File: config.mk
export PLATFORM = sky130hd
export DESIGN_NAME = alu_muldiv_seq
export DESIGN_NICKNAME = d
export VERILOG_FILES = /design/src/rtl/alu_muldiv_seq.sv
export SDC_FILE = /design/constraint.sdc
export NUM_CORES = 1
export LEC_CHECK = 0
export ABC_AREA = 0
export CAP_MARGIN = 20
export CORE_ASPECT_RATIO = 0.7
export CORE_MARGIN = 2
export CORE_UTILIZATION = 45
export CTS_CLUSTER_DIAMETER = 30
export DETAILED_ROUTE_END_ITERATION = 8
export GPL_TIMING_DRIVEN = 0
export PLACE_DENSITY = 0.76
export SLEW_MARGIN = 25
export SYNTH_ARGS = -nofsm -noshare
export SYNTH_HDL_FRONTEND = slang
export SYNTH_SLANG_ARGS = --single-unit
File: constraint.sdc
create_clock -name clk -period 1.78 [get_ports clk]
set_input_delay 0.178 -clock clk [delete_from_list [all_inputs] [get_ports clk]]
set_output_delay 0.178 -clock clk [all_outputs]
set_load 0.005 [all_outputs]
File: src/rtl/alu_muldiv_seq.sv
// Multi-cycle unsigned multiply/divide sequencer. Each operation runs on the
// external combinational ALU, one ALU operation per clock: shift-add multiply
// (ADD then SHR per bit) or restoring divide (SHL then SUB per bit).
module alu_muldiv_seq #(
  parameter int W    = 8,
  parameter int ITER = 8
) (
  input  logic         clk,
  input  logic         reset,
  input  logic         start,
  input  logic         op,
  input  logic [W-1:0] a,
  input  logic [W-1:0] b,
  output logic         busy,
  output logic         done,
  output logic         dz,
  output logic [W-1:0] res_hi,
  output logic [W-1:0] res_lo,
  output logic [W-1:0] alu_x,
  output logic [W-1:0] alu_t,
  output logic         alu_cy,
  output logic [4:0]   alu_op,
  input  logic [2:0]   alu_flag,
  input  logic [W-1:0] alu_result
);

  localparam int CNT_W = $clog2(ITER);

  typedef enum logic [2:0] {
    IDLE    = 3'd0,
    MUL_ADD = 3'd1,
    MUL_SHR = 3'd2,
    DIV_SHL = 3'd3,
    DIV_SUB = 3'd4,
    DONE    = 3'd5
  } state_t;

  state_t state_q, state_d;

  // acc_q doubles as the divide remainder, mq_q as the quotient and c_q as
  // the shifted-out overflow bit; multiply and divide never run together.
  logic [W-1:0]     acc_q, mq_q, md_q;
  logic             c_q;
  logic [CNT_W-1:0] cnt_q;
  logic [W-1:0]     res_hi_q, res_lo_q;
  logic             dz_q;

  logic             last_iter;
  logic             sub_ok;
  logic [W-1:0]     mq_shr_d, rem_d, q_d;

  // Only the carry flag is consumed; sign/zero are part of the ALU contract.
  logic unused_flags;
  assign unused_flags = ^alu_flag[2:1];

  assign last_iter = (cnt_q == CNT_W'(ITER - 1));
  assign mq_shr_d  = {acc_q[0], mq_q[W-1:1]};
  // A set overflow bit means the shifted remainder exceeds W bits and is
  // therefore larger than any divisor, so the subtraction always succeeds.
  assign sub_ok    = c_q | alu_flag[0];
  assign rem_d     = sub_ok ? alu_result : acc_q;
  assign q_d       = {mq_q[W-1:1], sub_ok};

  // State register
  always_ff @(posedge clk) begin
    if (reset) state_q <= IDLE;
    else       state_q <= state_d;
  end

  // Next-state logic
  always_comb begin
    state_d = state_q;
    case (state_q)
      IDLE: begin
        if (start) begin
          if (!op)           state_d = MUL_ADD;
          else if (b == '0)  state_d = DONE;
          else               state_d = DIV_SHL;
        end
      end
      MUL_ADD: state_d = MUL_SHR;
      MUL_SHR: state_d = last_iter ? DONE : MUL_ADD;
      DIV_SHL: state_d = DIV_SUB;
      DIV_SUB: state_d = last_iter ? DONE : DIV_SHL;
      DONE:    state_d = IDLE;
      default: state_d = IDLE;
    endcase
  end

  // Outputs: status and the ALU operand/op drive for the current step
  always_comb begin
    busy   = (state_q != IDLE);
    done   = (state_q == DONE);
    alu_x  = '0;
    alu_t  = '0;
    alu_cy = 1'b0;
    alu_op = 5'b00000;
    case (state_q)
      MUL_ADD: begin
        alu_x  = acc_q;
        alu_t  = md_q;
        alu_op = mq_q[0] ? 5'b01000 : 5'b00001;
      end
      MUL_SHR: begin
        alu_x  = acc_q;
        alu_cy = c_q;
        alu_op = 5'b11001;
      end
      DIV_SHL: begin
        alu_x  = acc_q;
        alu_cy = mq_q[W-1];
        alu_op = 5'b11010;
      end
      DIV_SUB: begin
        alu_x  = acc_q;
        alu_t  = md_q;
        alu_op = 5'b01011;
      end
      default: ;
    endcase
  end

  // Datapath: operand capture, per-step updates and result latching
  always_ff @(posedge clk) begin
    if (reset) begin
      acc_q    <= '0;
      mq_q     <= '0;
      md_q     <= '0;
      c_q      <= 1'b0;
      cnt_q    <= '0;
      res_hi_q <= '0;
      res_lo_q <= '0;
      dz_q     <= 1'b0;
    end else begin
      case (state_q)
        IDLE: begin
          if (start) begin
            cnt_q <= '0;
            c_q   <= 1'b0;
            if (!op) begin
              acc_q <= '0;
              mq_q  <= b;
              md_q  <= a;
            end else if (b != '0) begin
              acc_q <= '0;
              mq_q  <= a;
              md_q  <= b;
            end else begin
              res_lo_q <= '1;
              res_hi_q <= a;
              dz_q     <= 1'b1;
            end
          end
        end
        MUL_ADD: begin
          acc_q <= alu_result;
          c_q   <= alu_flag[0];
        end
        MUL_SHR: begin
          acc_q <= alu_result;
          mq_q  <= mq_shr_d;
          if (last_iter) begin
            res_hi_q <= alu_result;
            res_lo_q <= mq_shr_d;
            dz_q     <= 1'b0;
            cnt_q    <= '0;
          end else begin
            cnt_q <= cnt_q + 1'b1;
          end
        end
        DIV_SHL: begin
          acc_q <= alu_result;
          mq_q  <= {mq_q[W-2:0], 1'b0};
          c_q   <= alu_flag[0];
        end
        DIV_SUB: begin
          acc_q <= rem_d;
          mq_q  <= q_d;
          if (last_iter) begin
            res_hi_q <= rem_d;
            res_lo_q <= q_d;
            dz_q     <= 1'b0;
            cnt_q    <= '0;
          end else begin
            cnt_q <= cnt_q + 1'b1;
          end
        end
        default: ;
      endcase
    end
  end

  assign res_hi = res_hi_q;
  assign res_lo = res_lo_q;
  assign dz     = dz_q;

endmodule
; After elaboration in Yosys (flattened, before gate mapping)
; Index checks and enable logic that the tools add are counted.
[word_totals]
ff_bits = 48
in_bits = 31
output_inout_bits = 41
word_cells = 94
[classes]
addsub = 1
n_eq_ne = 14
mux = 44
bitwise_logic = 2
reduce_logical = 23
[op_table]
columns = operator, count
row1 = $mux W8, 21
row2 = $pmux W8 S3, 3
row3 = $pmux W8 S4, 1
row4 = $mux W3, 7
row5 = $pmux W5 S4, 1
row6 = $pmux W3 S5, 1
row7 = $reduce_bool A3 Y1, 4
row8 = $ne A2 B2 Y1 const B, 5
row9 = $eq A3 B3 Y1 const B, 3
row10 = $reduce_and A3 Y1, 3
row11 = $logic_not A8 Y1, 1
row12 = $reduce_bool A8 Y1, 1
row13 = $eq A3 B2 Y1 const B, 2
row14 = $pmux W1 S2, 3
row15 = $pmux W3 S2, 1
row16 = $reduce_and A6 Y1, 1
row17 = $reduce_or A2 Y1, 3
row18 = $mux W1, 5
row19 = $reduce_and A5 Y1, 1
row20 = $mux W4, 1
row21 = $ne A2 B1 Y1 const B, 2
row22 = $reduce_and A2 Y1, 2
row23 = $reduce_and A4 Y1, 1
row24 = $reduce_bool A2 Y1, 2
row25 = other kinds (9), 9

; Depth between registers and ports, before layout
[depth]
ltp_word = 5
depth_mapped = 9
depth_no_buf = 7

; Worst setup path before layout
; OpenSTA, ideal clock, no wires.
[synth_path]
path_type = register -> register
startpoint = register cnt_q[0]
endpoint = register res_hi_q[4] (netlist: res_hi[4])
setup_time_ns = 0.088
arrival_time_ns = 1.667
t_required_ns = 1.692
path_slack_ns = 0.025
stages_incl_launch_ff = 10
n_path_buf = 2
synth_period_minus_slack_ns = 1.755
path_cell_list = dfxtp_1 -> ha_1 -> ha_1 -> nand2b_1 -> a21oi_1 -> nor2b_1 -> buf_2 -> buf_4 -> a21oi_1 -> a311oi_2
[synth_between]
elab_chain_len = 3
elab_cells_between_ends = 4
classes_between = 3 x eq/ne / 1 x reduce/logical
[synth_lines]
columns = item, line_no
row1 = from (decl), 44  ; logic [CNT_W-1:0] cnt_q;
row2 = from (signal assigned), 168  ; cnt_q <= cnt_q + 1'b1;
row3 = from (signal assigned), 185  ; cnt_q <= cnt_q + 1'b1;
row4 = $eq A3 B3 Y1 *, 56  ; assign last_iter = (cnt_q == CNT_W'(ITER - 1));
row5 = $ne A2 B2 Y1 (no line), --
row6 = $reduce_and A6 Y1 (no line) *, --
row7 = to (signal assigned), 163  ; res_hi_q <= alu_result;
row8 = to (signal assigned), 180  ; res_hi_q <= rem_d;
row9 = to (decl), 45  ; logic [W-1:0] res_hi_q, res_lo_q;
; Mark *: on every way between the ends. The rest lies on a longest branch, timed or not.
; A chain may end at the register's enable or synchronous reset.

; Worst setup path in the final report
[layout_path]
startpoint = register state_q[2]
endpoint = output alu_t[7]
[layout_between]
elab_chain_len = 3
elab_cells_between_ends = 4
classes_between = 2 x eq/ne / 1 x mux / 1 x reduce/logical
[layout_lines]
columns = item, line_no
row1 = from (decl), 38  ; state_t state_q, state_d;
row2 = from (signal assigned), 67  ; else state_q <= state_d;
row3 = $eq A3 B3 Y1 or $eq A3 B1 Y1 (tied branches), 98  ; case (state_q)
row4 = $reduce_or A2 Y1 (no line) *, --
row5 = $mux W8 *, 98
row6 = to (decl), 20  ; output logic [W-1:0] alu_t,
; Marked as above.

==> flow_metrics.env <==
export IMPL_status="finished, violations left"
export IMPL_violations="setup timing"
export IMPL_grt_pass1_vias=3006
export IMPL_tightestPinTransition_ns=0.732
export IMPL_clock_path_buffers=2
export IMPL_arrival_ns=1.73
export IMPL_h_tree_depth=2
export IMPL_drv_slew=0
export IMPL_cts_sinks=48
export IMPL_ys_seq_area_frac=0.316
export IMPL_gp_congestion=0.903
export IMPL_syn_cell_area_sq_um=3040
export IMPL_start_kind="flip-flop"
export IMPL_synth_warnings=0
export IMPL_final_cell_mix="43 x dfxtp_1, 37 x clkdlybuf4s50_1, 29 x buf_4"
export IMPL_syn_nets=389
export IMPL_dpl_cell_area_sq_um=3810
export IMPL_syn_avg_cell_area_sq_um=8.55
export IMPL_io_buffers=66
export IMPL_synth_edf_count=0
export IMPL_antenna_cells=0
export IMPL_routed_wl_microns=12300
export IMPL_power_leakage_nw=2.05
export IMPL_hpwl_microns=6820
export IMPL_cts_root_buf="clkbuf_8"
export IMPL_worstRegToRegCells=6
export IMPL_synthFlopType="dfxtp_1"
export IMPL_finalNonFillerCells=566
export IMPL_end_kind="primary output"
export IMPL_finalSetupViolCount=27
export IMPL_hold_viol_final=0
export IMPL_placedCellCount=515
export IMPL_synthToLayoutAreaGrowth_pct=64.5
export IMPL_core_area_sq_um=6630
export IMPL_finalClockSkew_ns=0.0108
export IMPL_max_freq_mhz=525
export IMPL_hold_path_class="input pin to flip-flop"
export IMPL_vias=3595
export IMPL_synth_seq_cells=48
export IMPL_ios=72
export IMPL_finalCritPeriodShare=1.07
export IMPL_antenna_found_initial=0
export IMPL_drt_met1_wl_microns=4920
export IMPL_fin_nets=505
export IMPL_drv_cap=0
export IMPL_grt_usage=0.279
export IMPL_peakVddDrop_mv=0.411
export IMPL_power_density_nw_per_um2=737
export IMPL_finalCriticalPeriod_ns=1.91
export IMPL_synthCells=355
export IMPL_r2r_end="acc_q[3]$_SDFFE_PP0P_"
export IMPL_p_total_mw=3.68
export IMPL_die_x_microns=102
export IMPL_drtAntennaViolNets=0
export IMPL_cts_tree="done"
export IMPL_cts_made_buffers=5
export IMPL_synth_cell_types=47
export IMPL_holdWs_ns=0.360
export IMPL_clk_latency_ns=0.31
export IMPL_path_max_fanout=6
export IMPL_critPathKind="flip-flop to primary output"
export IMPL_die_h_microns=72.7
export IMPL_max_slew_margin=0.512
export IMPL_routedWlPerCell_microns=21.7
export IMPL_firstDrtPassIters=6
export IMPL_postLayoutCoreUtil=0.753
export IMPL_drt_iter0_drc=459
export IMPL_cp_startpoint="state_q[2]$_SDFFE_PP0N_"
export IMPL_postLayoutCellArea_sq_um=4990
export IMPL_async_reset_ff_frac=0
export IMPL_final_common_cell="dfxtp_1"
export IMPL_rsz0062_at_grt="yes"
export IMPL_grt_pass1_wl_microns=15900
export IMPL_rrSetupSlack_ns=-0.09
export IMPL_grt_ovfl_total=0
export IMPL_drc=0
export IMPL_wl_met2_microns=5420
export IMPL_wl_met3_microns=1480
export IMPL_worstPathRequired_ns=1.60
export IMPL_highest_layer="met4"
export IMPL_path_clk_slew_ns=0.09
export IMPL_die_area_sq_um=7430
export IMPL_vias_per_cell=6.35
export IMPL_initial_core_util=0.458
export IMPL_rr_startpoint="c_q$_SDFFE_PP0P_"
export IMPL_num_rows=25
export IMPL_final_layout_size_suffix_gt1_frac=0.392
export IMPL_fin_ws_ns=-0.126
export IMPL_grt_max_degree=18
export IMPL_crit_end="alu_t[7]"
==> cells by family (layout without fill, tap and decap cells) <==
group,after synthesis,in the layout,share of synthesized area
AO/OA/AOI/OAI,125,125,0.302
XOR/XNOR,1,1,0.00288
adder cells (fa/ha/maj),3,3,0.0124
buffers and inverters,42,158,0.0684
flip-flops,48,48,0.316
multiplexers,26,26,0.0919
other,1,1,0.00123
AND/OR/NAND/NOR,109,110,0.204
==> sequential cells by signal (all words and copies together) (netlist names) <==
name	cells
res_lo	8
cnt_q	3
c_q	1
mq_q	8
state_q	3
dz	1
res_hi	8
acc_q	8
md_q	8
==> report_power, final <==
group	leakage, nW	total (mW)	internal [mW]	switching, mW
clock network	0.0548	0.822	0.423	0.399
registers	0.397	1.30	1.18	0.115
logic	1.59	1.56	0.809	0.754
total	2.05	3.68	2.41	1.27
==> cells in the mapped netlist (11+ instances only) <==
master	instances	area [sq um]
a21oi_1	27	135
mux2i_1	11	110
nand2b_1	12	75.1
nand3_1	11	55.1
dfxtp_1	48	961
a221oi_1	15	131
o21ai_0	17	85.1
a22oi_1	11	82.6
mux2_2	15	169
nand2_1	23	86.3
and2_1	17	106
clkbuf_1	11	41.3
nor2_1	24	90.1
==> metal layers <==
metal,up-vias,global-route usage
met5,-,0
met4,0,0.110
met3,64,0.0603
met2,291,0.425
met1,1673,0.386
li1,1567,-
==> timing repair <==
| action | CTS | global route |
|---|---|---|
| pin swaps | 18 | 32 |
| hold buffers | 0 | 0 |
| buffers inserted | 16 | 27 |
| gates cloned | 1 | 4 |
| resized for setup | 108 | 100 |
| endpoints found under the setup margin | 55 | 55 |
==> per-stage QoR <==
step                      setup slack (ns)  TNS (ns)
after global routing                -0.133     -2.34
final                               -0.126     -1.15
after CTS                           -0.164     -1.13
after global placement              -0.527    -17.95
after detailed placement            -0.554    -21.23
after floorplan                     0.0248         0
==> critical path, stage by stage, from the launching register on <==
cell and delay, ns:
dfxtp_4 0.39, clkbuf_8 0.15, nand2b_4 0.15, a21oi_4 0.18, buf_4 0.16, and2_1 0.14
dlygate4sd2_1 0.24
==> layout make-up <==
type | instances | area, sq um
clock inverter | 3 | 46.3
sequential | 48 | 977
tap | 94 | 118
multi-input combinational | 266 | 2310
timing repair buffer | 112 | 1150
fill | 420 | 1640
clock buffer | 5 | 68.8
buffer | 28 | 277
inverter | 10 | 47.5
==> how the worst min path moves through the flow <==
stage / startpoint / to / slack, ns / depth (start not counted)
2_1_floorplan: alu_flag[0] / c_q$_SDFFE_PP0P_ / 0.34 / 2
5_1_grt: b[7] / md_q[7]$_SDFFE_PP0P_ / 0.35 / 3
3_3_place_gp: res_lo[2]$_SDFFE_PP0P_ / res_lo[2]$_SDFFE_PP0P_ / 0.46 / 2
4_1_cts: reset / state_q[1]$_SDFFE_PP0N_ / 0.45 / 3
3_5_place_dp: res_lo[5]$_SDFFE_PP0P_ / res_lo[5]$_SDFFE_PP0P_ / 0.46 / 2
6_report: b[6] / md_q[6]$_SDFFE_PP0P_ / 0.36 / 3
Power figures use the tool's default switching activity.
